[config.mk]
export PLATFORM = sky130hd
export DESIGN_NAME = exec_stage_buf
export DESIGN_NICKNAME = d
export VERILOG_FILES = /design/src/rtl/exec_pkg.sv /design/src/rtl/exec_alu.sv /design/src/rtl/exec_stage_buf.sv
export SDC_FILE = /design/constraint.sdc
export NUM_CORES = 1
export LEC_CHECK = 0
export CORE_ASPECT_RATIO = 1.25
export CORE_MARGIN = 10
export CORE_UTILIZATION = 33
export DETAILED_ROUTE_END_ITERATION = 8
export GPL_ROUTABILITY_DRIVEN = 1
export PLACE_DENSITY = 0.47
export SETUP_SLACK_MARGIN = 0.1
export SLEW_MARGIN = 25
export SYNTH_ARGS = -nofsm -noshare
export SYNTH_HDL_FRONTEND = slang
export SYNTH_HIERARCHICAL = 1
export SYNTH_SLANG_ARGS = --single-unit
[constraint.sdc]
create_clock -name clk -period 21.1 [get_ports clk]
set_clock_uncertainty 0.15 [all_clocks]
set_input_delay 3.165 -clock clk [delete_from_list [all_inputs] [get_ports clk]]
set_output_delay 3.165 -clock clk [all_outputs]
set_load 0.005 [all_outputs]
[src/rtl/exec_pkg.sv]
// Shared definitions for the clocked execute stage: ALU opcodes, channel
// field layout helpers, handshake FSM states and the result-entry tail.
package exec_pkg;

  // ALU control codes; the legacy 3-bit codes are these with MSB clear
  localparam logic [3:0] ALU_AND  = 4'b0000;
  localparam logic [3:0] ALU_OR   = 4'b0001;
  localparam logic [3:0] ALU_ADD  = 4'b0010;
  localparam logic [3:0] ALU_XOR  = 4'b0011;
  localparam logic [3:0] ALU_NOR  = 4'b0100;
  localparam logic [3:0] ALU_SLL  = 4'b0101;
  localparam logic [3:0] ALU_SUB  = 4'b0110;
  localparam logic [3:0] ALU_SLT  = 4'b0111;
  localparam logic [3:0] ALU_SLTU = 4'b1000;
  localparam logic [3:0] ALU_SRL  = 4'b1001;
  localparam logic [3:0] ALU_SRA  = 4'b1010;
  localparam logic [3:0] ALU_LUI  = 4'b1011;

  typedef enum logic [1:0] {
    IN_IDLE = 2'd0,
    IN_REQ  = 2'd1,
    IN_RTZ  = 2'd2
  } inState_e;

  typedef enum logic [1:0] {
    OUT_IDLE = 2'd0,
    OUT_REQ  = 2'd1,
    OUT_RTZ  = 2'd2
  } outState_e;

  // Low five bits of every result entry (and of the e2m bus)
  typedef struct packed {
    logic regWrite;
    logic memtoReg;
    logic memWrite;
    logic zero;
    logic ovf;
  } resFlags_t;

  // d2e = {SrcA,SrcB,Rs,Rt,Rd,SignImm,RegWrite,MemtoReg,MemWrite,ALUCtrl,ALUSrc,RegDst}
  function automatic int d2eWidth(int xlen, int rw, int opw);
    return 3*xlen + 3*rw + opw + 5;
  endfunction

  function automatic int d2eCtrlOff(int opw);     return 2;                        endfunction
  function automatic int d2eMemWriteOff(int opw); return opw + 2;                  endfunction
  function automatic int d2eMemtoRegOff(int opw); return opw + 3;                  endfunction
  function automatic int d2eRegWriteOff(int opw); return opw + 4;                  endfunction
  function automatic int d2eImmOff(int opw);      return opw + 5;                  endfunction
  function automatic int d2eRdOff(int xlen, int opw);
    return opw + 5 + xlen;
  endfunction
  function automatic int d2eRtOff(int xlen, int rw, int opw);
    return opw + 5 + xlen + rw;
  endfunction
  function automatic int d2eRsOff(int xlen, int rw, int opw);
    return opw + 5 + xlen + 2*rw;
  endfunction
  function automatic int d2eSrcBOff(int xlen, int rw, int opw);
    return opw + 5 + xlen + 3*rw;
  endfunction
  function automatic int d2eSrcAOff(int xlen, int rw, int opw);
    return opw + 5 + 2*xlen + 3*rw;
  endfunction

  // e2m = {ALUOut,WriteData,WriteReg,RegWrite,MemtoReg,MemWrite,Zero,Ovf}
  function automatic int e2mWidth(int xlen, int rw);
    return 2*xlen + rw + 5;
  endfunction

endpackage

[src/rtl/exec_alu.sv]
// Combinational extended ALU: logic ops, add/sub with signed overflow,
// signed/unsigned compare, shifts and load-upper-immediate.
module exec_alu
  import exec_pkg::*;
#(
  parameter int XLEN = 32,
  parameter int OPW  = 4
) (
  input  logic [XLEN-1:0] a_i,
  input  logic [XLEN-1:0] b_i,
  input  logic [OPW-1:0]  op_i,
  output logic [XLEN-1:0] aluOut_o,
  output logic            zero_o,
  output logic            ovf_o
);

  localparam int SW = $clog2(XLEN);

  logic [SW-1:0]   shamt;
  logic [XLEN-1:0] sum;
  logic [XLEN-1:0] diff;

  assign shamt  = b_i[SW-1:0];
  assign sum    = a_i + b_i;
  assign diff   = a_i - b_i;
  assign zero_o = (aluOut_o == '0);

  // Select the result by opcode; overflow only means something for ADD/SUB
  always_comb begin
    aluOut_o = '0;
    ovf_o    = 1'b0;
    case (op_i)
      OPW'(ALU_AND):  aluOut_o = a_i & b_i;
      OPW'(ALU_OR):   aluOut_o = a_i | b_i;
      OPW'(ALU_ADD): begin
        aluOut_o = sum;
        ovf_o    = (a_i[XLEN-1] == b_i[XLEN-1]) && (sum[XLEN-1] != a_i[XLEN-1]);
      end
      OPW'(ALU_XOR):  aluOut_o = a_i ^ b_i;
      OPW'(ALU_NOR):  aluOut_o = ~(a_i | b_i);
      OPW'(ALU_SLL):  aluOut_o = a_i << shamt;
      OPW'(ALU_SUB): begin
        aluOut_o = diff;
        ovf_o    = (a_i[XLEN-1] != b_i[XLEN-1]) && (diff[XLEN-1] != a_i[XLEN-1]);
      end
      OPW'(ALU_SLT):  aluOut_o = {{(XLEN-1){1'b0}}, ($signed(a_i) < $signed(b_i))};
      OPW'(ALU_SLTU): aluOut_o = {{(XLEN-1){1'b0}}, (a_i < b_i)};
      OPW'(ALU_SRL):  aluOut_o = a_i >> shamt;
      OPW'(ALU_SRA):  aluOut_o = $unsigned($signed(a_i) >>> shamt);
      OPW'(ALU_LUI):  aluOut_o = b_i << (XLEN/2);
      default:        aluOut_o = '0;
    endcase
  end

endmodule

[src/rtl/exec_stage_buf.sv]
// Clocked execute stage: pulls operands over four-phase d2e, runs the ALU,
// queues results in a DEPTH-entry FIFO and pushes them over four-phase e2m.
module exec_stage_buf
  import exec_pkg::*;
#(
  parameter int XLEN  = 32,
  parameter int RW    = 5,
  parameter int DEPTH = 4,
  parameter int OPW   = 4
) (
  input  logic                               clk,
  input  logic                               Z_R,
  output logic                               d2e_R,
  input  logic                               d2e_A,
  input  logic [d2eWidth(XLEN, RW, OPW)-1:0] d2e,
  output logic                               e2m_R,
  input  logic                               e2m_A,
  output logic [e2mWidth(XLEN, RW)-1:0]      e2m,
  output logic [$clog2(DEPTH+1)-1:0]         count
);

  localparam int E2MW = e2mWidth(XLEN, RW);
  localparam int CW   = $clog2(DEPTH+1);
  localparam int PW   = (DEPTH > 1) ? $clog2(DEPTH) : 1;
  localparam int MEMN = 1 << PW;

  // Operand fields
  logic [XLEN-1:0] srcA, srcB, signImm, bPrime, aluOut;
  logic [RW-1:0]   rt, rd, writeReg;
  logic [OPW-1:0]  aluCtrl;
  logic            aluSrc, regDst, zero, ovf;
  logic            unusedRs;
  resFlags_t       flags;
  logic [E2MW-1:0] entry;

  assign srcA     = d2e[d2eSrcAOff(XLEN, RW, OPW) +: XLEN];
  assign srcB     = d2e[d2eSrcBOff(XLEN, RW, OPW) +: XLEN];
  assign rt       = d2e[d2eRtOff(XLEN, RW, OPW) +: RW];
  assign rd       = d2e[d2eRdOff(XLEN, OPW) +: RW];
  assign signImm  = d2e[d2eImmOff(OPW) +: XLEN];
  assign aluCtrl  = d2e[d2eCtrlOff(OPW) +: OPW];
  assign aluSrc   = d2e[1];
  assign regDst   = d2e[0];
  assign unusedRs = ^d2e[d2eRsOff(XLEN, RW, OPW) +: RW];

  assign bPrime   = aluSrc ? signImm : srcB;
  assign writeReg = regDst ? rd : rt;

  exec_alu #(.XLEN(XLEN), .OPW(OPW)) uAlu (
    .a_i      (srcA),
    .b_i      (bPrime),
    .op_i     (aluCtrl),
    .aluOut_o (aluOut),
    .zero_o   (zero),
    .ovf_o    (ovf)
  );

  assign flags = '{regWrite: d2e[d2eRegWriteOff(OPW)],
                   memtoReg: d2e[d2eMemtoRegOff(OPW)],
                   memWrite: d2e[d2eMemWriteOff(OPW)],
                   zero:     zero,
                   ovf:      ovf};
  assign entry = {aluOut, srcB, writeReg, flags};

  // Buffer state
  inState_e        inState_q;
  outState_e       outState_q;
  logic            d2eR_q, e2mR_q;
  logic [E2MW-1:0] e2m_q;
  logic [E2MW-1:0] mem_q [MEMN];
  logic [PW-1:0]   wrPtr_q, wrPtr_d, rdPtr_q, rdPtr_d;
  logic [CW-1:0]   count_q, count_d;
  logic            push, pop, haveRoom;

  function automatic logic [PW-1:0] bump(input logic [PW-1:0] p);
    return (p == PW'(DEPTH-1)) ? '0 : p + PW'(1);
  endfunction

  assign push     = (inState_q == IN_REQ) && d2e_A;
  assign pop      = (outState_q == OUT_REQ) && e2m_A;
  // A pop in the same cycle frees a slot, so it counts as room
  assign haveRoom = (count_q < CW'(DEPTH)) || pop;

  // Next occupancy and pointers; push and pop together leave count alone
  always_comb begin
    count_d = count_q;
    wrPtr_d = wrPtr_q;
    rdPtr_d = rdPtr_q;
    if (push && !pop) count_d = count_q + CW'(1);
    if (!push && pop) count_d = count_q - CW'(1);
    if (push) wrPtr_d = bump(wrPtr_q);
    if (pop)  rdPtr_d = bump(rdPtr_q);
  end

  // Occupancy and pointer registers; reset flushes the buffer
  always_ff @(posedge clk) begin
    if (Z_R) begin
      count_q <= '0;
      wrPtr_q <= '0;
      rdPtr_q <= '0;
    end else begin
      count_q <= count_d;
      wrPtr_q <= wrPtr_d;
      rdPtr_q <= rdPtr_d;
    end
  end

  // Capture the computed result into the slot at the write pointer
  always_ff @(posedge clk) begin
    if (!Z_R && push) mem_q[wrPtr_q] <= entry;
  end

  // Input side: request only with room and the producer back at zero
  always_ff @(posedge clk) begin
    if (Z_R) begin
      inState_q <= IN_IDLE;
      d2eR_q    <= 1'b0;
    end else begin
      case (inState_q)
        IN_IDLE: if (haveRoom && !d2e_A) begin
          inState_q <= IN_REQ;
          d2eR_q    <= 1'b1;
        end
        IN_REQ: if (d2e_A) begin
          inState_q <= IN_RTZ;
          d2eR_q    <= 1'b0;
        end
        IN_RTZ: if (!d2e_A) inState_q <= IN_IDLE;
        default: begin
          inState_q <= IN_IDLE;
          d2eR_q    <= 1'b0;
        end
      endcase
    end
  end

  // Output side: load the head entry when offering, pop on acknowledge
  always_ff @(posedge clk) begin
    if (Z_R) begin
      outState_q <= OUT_IDLE;
      e2mR_q     <= 1'b0;
      e2m_q      <= '0;
    end else begin
      case (outState_q)
        OUT_IDLE: if ((count_q != '0) && !e2m_A) begin
          outState_q <= OUT_REQ;
          e2mR_q     <= 1'b1;
          e2m_q      <= mem_q[rdPtr_q];
        end
        OUT_REQ: if (e2m_A) begin
          outState_q <= OUT_RTZ;
          e2mR_q     <= 1'b0;
        end
        OUT_RTZ: if (!e2m_A) outState_q <= OUT_IDLE;
        default: begin
          outState_q <= OUT_IDLE;
          e2mR_q     <= 1'b0;
        end
      endcase
    end
  end

  assign d2e_R = d2eR_q;
  assign e2m_R = e2mR_q;
  assign e2m   = e2m_q;
  assign count = count_q;

endmodule

==> results of run 1 <==
[area by class of cell]
cell class	count	area (um^2)
Fill cell	7528	46600
Clock buffer	46	990
Multi-Input combinational cell	1722	13200
Tap cell	977	1220
Inverter	105	394
Clock inverter	20	169
Sequential cell	383	10600
Timing Repair Buffer	266	2480
[final timing paths]
| check | slack, ps | depth (start not counted) | from | end |
|---|---|---|---|---|
| setup / recovery | 10760 | 18 | d2e[1] | mem_q[3][1] |
| hold / removal | 330 | 2 | e2m[38] | e2m[38] |
| setup reg to reg | 18220 | 4 | rdPtr_q[0] | e2m[36] |
| hold reg to reg | 330 | 2 | e2m[38] | e2m[38] |
[cell usage in the layout (no fill, tap or decap), drive strengths merged, types with 18 or more instances in the layout]
cell type / n
nand3: 106
nor4: 19
inv: 108
clkbuf: 46
buf: 72
a211oi: 26
ha: 106
o22ai: 21
edfxtp: 296
a21oi: 217
nor2: 159
clkdlybuf4s50: 194
xnor2: 18
mux2: 76
o211ai: 31
nor3: 54
mux2i: 70
and2: 20
dfxtp: 87
mux4: 106
o21ai: 169
nand2: 164
[layer usage]
metal  track usage (%)  wire [um]  up-vias
li1                  -          -     9448
met1              28.4      42400    10900
met2              41.8      53800      762
met4              12.6       6320        4
met5                 0         16        -
met3              1.90       4700      206
[cells by family after synthesis]
group           share of synthesized area (%)
compound gates                           18.1
simple gates                             12.3
flops                                    42.3
buf+inv                                  5.22
mux                                      15.8
fa+ha+maj                                5.51
xor+xnor                                0.697
[where the power goes]
part	internal [mW]	switching [mW]
combinational	0.173	0.337
sequential	0.831	0.00599
clock	0.360	0.283
total	1.36	0.626
[stage by stage]
step                      power [mW]  hold WS (ps)  std cells  utilization [%]
after floorplan                 1.15           320       2400                -
final                           1.99           325       3519             38.5
after global placement          1.35           312       3453             36.9
after global routing            2.07           347       3519             38.5
after CTS                       2.00           327       3519             38.4
after detailed placement        1.36           318       3453             36.9
[sequential cells by signal, summed over array words and instances (netlist names)]
| signal | flops |
|---|---|
| d2e_R | 1 |
| inState_q | 2 |
| rdPtr_q | 2 |
| mem_q | 296 |
| e2m | 74 |
| wrPtr_q | 2 |
| outState_q | 2 |
| count | 3 |
| e2m_R | 1 |
[worst reg2reg max path: stages (launching register included)]
cell and delay [ps]:
dfxtp_4 830, buf_4 860, mux4_2 720, nand3_1 110, a21oi_1 70
==> summary.txt, run 1 <==
Run status
  – Status: finished, final reports clean

Power
  – Maximum VDD drop: 0.0466 mV
  – Cell leakage power: 10.0 nW
  – Pwr dens: 68.3 mW/mm^2

Clock network
  – Deepest clock path buffer count: 3
  – Sink Count: 383
  – Clock transition at path regs: 70 ps
  – Cts hold-fix bufs: 0
  – Clock buffer count from CTS: 36
  – Total number of H-tree levels: 2
  – PostCTS Resize Cnt: 0
  – Skew-Pair Late Insertion Delay: between 500 and 600 ps
  – Root buffer cell: clkbuf_16
  – CTS tree: done
  – Post-CTS setup buffer count: 0

GRT
  – Overflow after GRT: 0
  – Largest net degree at the start of global routing: between 70 and 80
  – Vias in the first global route: 21200
  – First-pass GRT wire length: 154 mm
  – GRT Util Overall: 23.7%
  – Initial antenna violation count: 4

Logic synthesis
  – Yosys warns: 6
  – Synth top area share: 35.4%
  – Most numerous cell in the Yosys netlist: edfxtp_1
  – Seq cells post-synth: 383
  – Biggest area consumer among synthesized cells: edfxtp_1
  – Main synth FF type: edfxtp_1
  – Synth cell types: 99
  – Post-synth EDFFs: 296
  – Synthesized cell area: 0.0251 mm^2
  – Synth cell count leaders: edfxtp_1 (296), a21oi_1 (216), nand2_1 (164), o21ai_0 (164), nor2_1 (159)
  – Synth top area cells: edfxtp_1 (35%), mux4_2 (9.5%), dfxtp_1 (6.9%), ha_1 (5.3%), a21oi_1 (4.3%)
  – Post-synth ARST share: 0%
  – Register area share after synthesis: 42.3%
  – Syn avg cell area: 10.5 um^2
  – Syn_nets: 2633
  – Post-Synthesis Cells: 2400

Final layout
  – Final #Nets: 2747
  – Area growth, synth to finish: 15.9%
  – Layout cells sized above 1: 13.8%
  – N_diodes: 0
  – Cell area after layout: 0.0291 mm^2

Placement
  – Placer Congestion: 1.06
  – Placed inst area: 0.0280 mm^2
  – Pre-CTS WS: 10390 ps
  – DP HPWL: 80.1 mm
  – I/O Buffers: 197

STA
  – Crit share post-route: about half
  – Worst-margin pin slew: 1130 ps
  – FMAX: 96.7 MHz
  – RSZ-0062 raised after global routing: false
  – Slew Viols, Final: 0
  – Rel. slew slack: approximately a quarter
  – Finish-stage setup viols: 0
  – Setup TNS: 0 ps
  – Final Hold Fails: 0
  – Min Tclk post-route: between 10000 and 15000 ps
  – Final Worst Setup Slack: roughly 11000 ps

Critical path
  – Critical Path AT: 10470 ps
  – CP max stage cell: o21ai_0
  – Crit path kind: in2reg
  – CP Cell Sequence: buf_2 -> buf_4 -> mux2_2 -> buf_4 -> inv_2 -> buf_4 -> ha_1 -> nor2b_1 -> o2111ai_1 -> a21oi_1 -> o21ai_0 -> mux2i_1 -> o211ai_1 -> or4_1 -> or4_1 -> or4b_1 -> or4_1 -> nor4b_2
  – Critical path launch point type: input pin
  – Critical Path Fanout Max: 41
  – CP Buf/Inv Count: 5
  – Crit path max-delay family: simple AND/OR/NAND/NOR gates
  – Worst EP required: 21220 ps
  – Max incr delay on CP: 850 ps
  – CP endpoint kind: register

Job
  – Maxcap violations: 0

Die
  – Die H: 329 um
  – Die ar.: about 0.088 mm^2
  – Starting Density: around a third
  – Cell row count: 113
  – IO Pins: 203
  – Chip width: 267 um
  – Core Region: 0.0758 mm^2

Drt
  – Avg WL per Cell: 30.5 um
  – DRC viols: 0
  – Routed vias/inst: approximately 6.0
  – Vias: 21300
  – Drt first pass iters: 6
  – Detail Route Antenna Nets: 0
  – WL final: 107 mm
  – DRT iter0 DRCs: ~1900

Min path
  – Hold crit path type: reg2reg
(Power assumes the default switching activity.)
==> run 2, diff against run 1 <==
--- a/config.mk
+++ b/config.mk
@@ -10,7 +10,7 @@
 export CORE_UTILIZATION = 33
 export DETAILED_ROUTE_END_ITERATION = 8
 export GPL_ROUTABILITY_DRIVEN = 1
-export PLACE_DENSITY = 0.47
+export PLACE_DENSITY = 0.49
 export SETUP_SLACK_MARGIN = 0.1
 export SLEW_MARGIN = 25
 export SYNTH_ARGS = -nofsm -noshare
==> constraint.sdc (replaced) <==
create_clock -name clk -period 9.1 [get_ports clk]
set_clock_uncertainty 0.15 [all_clocks]
set_input_delay 1.365 -clock clk [delete_from_list [all_inputs] [get_ports clk]]
set_output_delay 1.365 -clock clk [all_outputs]
set_load 0.005 [all_outputs]
==> summary.txt, run 2 (synthesis gave the netlist of run 1 again) <==
Job
  – Maxcap violations: 0

Die
  – Cell row count: ~110
  – Die ar.: a little under 0.09 mm^2
  – Core Region: roughly 0.076 mm^2
  – Starting Density: around 33%
  – IO Pins: 203
  – Chip width: 267 um
  – Die H: 329 um

Placement
  – I/O Buffers: between 150 and 200
  – DP HPWL: 82.3 mm
  – Placed inst area: 0.0281 mm^2
  – Placer Congestion: 0.982

Drt
  – DRC viols: 0
  – Drt first pass iters: 6
  – Vias: 21400
  – Avg WL per Cell: 30.5 um
  – DRT iter0 DRCs: 2076
  – Routed vias/inst: approximately 6.0
  – Detail Route Antenna Nets: 0
  – WL final: 108 mm

Final layout
  – Max reg flops: 296
  – Layout cells sized above 1: 14.2%
  – Area growth, synth to finish: 16.8%
  – Most frequent cells in the layout: edfxtp_1 (296), a21oi_1 (216), clkdlybuf4s50_1 (194)
  – N_diodes: 0
  – Cell area after layout: 0.0294 mm^2
  – Commonest non-fill, non-tap cell in the layout: edfxtp_1
  – Top reg by flops: mem_q
  – Final #Nets: roughly 2800

Critical path
  – Critical path launch point type: input pin
  – CP max stage cell: a2111oi_0
  – Critical Path Sink: mem_q[2][1]
  – Reg-to-reg startpoint: inState_q[1]
  – Worst R2R End: mem_q[2][17]
  – CP endpoint kind: register
  – Worst EP required: approximately 9200 ps
  – Cells on worst reg2reg path: 3
  – Critical Path Source: d2e[56]
  – Max incr delay on CP: 970 ps
  – R2R setup slack: 6280 ps
  – Crit path kind: in2reg
  – CP Cell Sequence: clkdlybuf4s50_1 -> mux2_2 -> buf_4 -> mux2i_1 -> nor3_1 -> a221oi_2 -> o22ai_1 -> a2111oi_0 -> buf_4 -> o211ai_1 -> or4_1 -> or4_1 -> or4b_1 -> or4_1 -> nor4b_2
  – Critical Path Fanout Max: 34
  – Critical Path AT: about 8000 ps
  – Most frequent cell on the critical path: or4_1

STA
  – Min Tclk post-route: 7860 ps
  – Rel. slew slack: 24.2%
  – RSZ-0062 raised after global routing: false
  – Slew Viols, Final: 0
  – Setup TNS: 0 ps
  – Crit share post-route: around 86%
  – FMAX: 127 MHz
  – Final Hold Fails: 0
  – Finish-stage setup viols: 0
  – Worst-margin pin slew: 1130 ps

GRT
  – First-pass GRT wire length: 154 mm
  – Initial antenna violation count: 1
  – Largest net degree at the start of global routing: 75
  – Vias in the first global route: 21400
  – GRT Util Overall: 23.8%
  – Overflow after GRT: 0

Clock network
  – Skew-Pair Late Insertion Delay: 520 ps
  – PostCTS Resize Cnt: 0
  – Total number of H-tree levels: 2
  – CTS tree: done
  – Cts hold-fix bufs: 0
  – Root buffer cell: clkbuf_16
  – Clock transition at path regs: 70 ps
  – Deepest clock path buffer count: 3
  – Sink Count: 383
  – Post-CTS setup buffer count: 0
  – Clock buffer count from CTS: 35

Power
  – Pwr dens: 160 mW/mm^2
  – Maximum VDD drop: 0.122 mV
  – Cell leakage power: between 10 and 15 nW
  – Total power: 4.70 mW

Run status
  – Status: finished, final reports clean

Min path
  – Hold crit path type: reg2reg
-- run 2: cell count changes in the layout (fill, tap and decap cells not counted), moves of 3 or more --
cell and delta:
inv_6 -3, bufinv_16 +3, clkinv_1 +3, buf_4 +14, clkinv_2 -4
-- run 2: per-layer routing --
layer  vias to the layer above  global-route usage, %  share of wire (%)
li1                       9484                      -                  -
met1                     10900                   28.1                 39
met2                       836                   43.4                 51
met3                       189                   1.67                4.1
met4                         0                   11.1                5.2
met5                         -                      0                  0
-- run 2: power by group --
| group | switching (mW) | internal, mW |
|---|---|---|
| Sequential | 0.0125 | 1.93 |
| Clock | 0.641 | 0.921 |
| Combinational | 0.788 | 0.410 |
-- run 2: area by class of cell --
class / count / area [um^2]
fillers: 7455 / 46400
multi-input cells: 1722 / 13300
flip-flops and latches: 383 / 10600
repair buffers: 282 / 2620
well taps: 977 / 1220
clock buffers: 44 / 993
inverters: 105 / 394
clock inverters: 19 / 226
-- run 2: critical path, delay by kind of cell --
| family | cells | cell delay (ps) |
|---|---|---|
| AND/OR/NAND/NOR | 6 | 2700 |
| AO/OA/AOI/OAI | 4 | 1800 |
| buffers and inverters | 3 | 1290 |
| multiplexers | 2 | 790 |
-- run 2: metrics by stage --
step	setup WS, ps	utilization (%)	hold WS, ps	std cells
after floorplan	1300	-	320	2400
after global placement	875	37.1	310	3468
after detailed placement	793	37.1	318	3468
after CTS	1320	38.7	327	3531
after global routing	1090	38.7	351	3532
final	1240	38.7	324	3532
-- run 2: how the worst min path moves through the flow --
stage,startpoint,endpoint,slack [ps],cells past startpoint
final,e2m[4],e2m[4],320,2
after global routing,e2m[59],e2m[59],350,2
after CTS,e2m[72],e2m[72],330,2
after detailed placement,e2m[72],e2m[72],320,2
after global placement,e2m[10],e2m[10],310,2
after floorplan,e2m[51],e2m[51],320,2
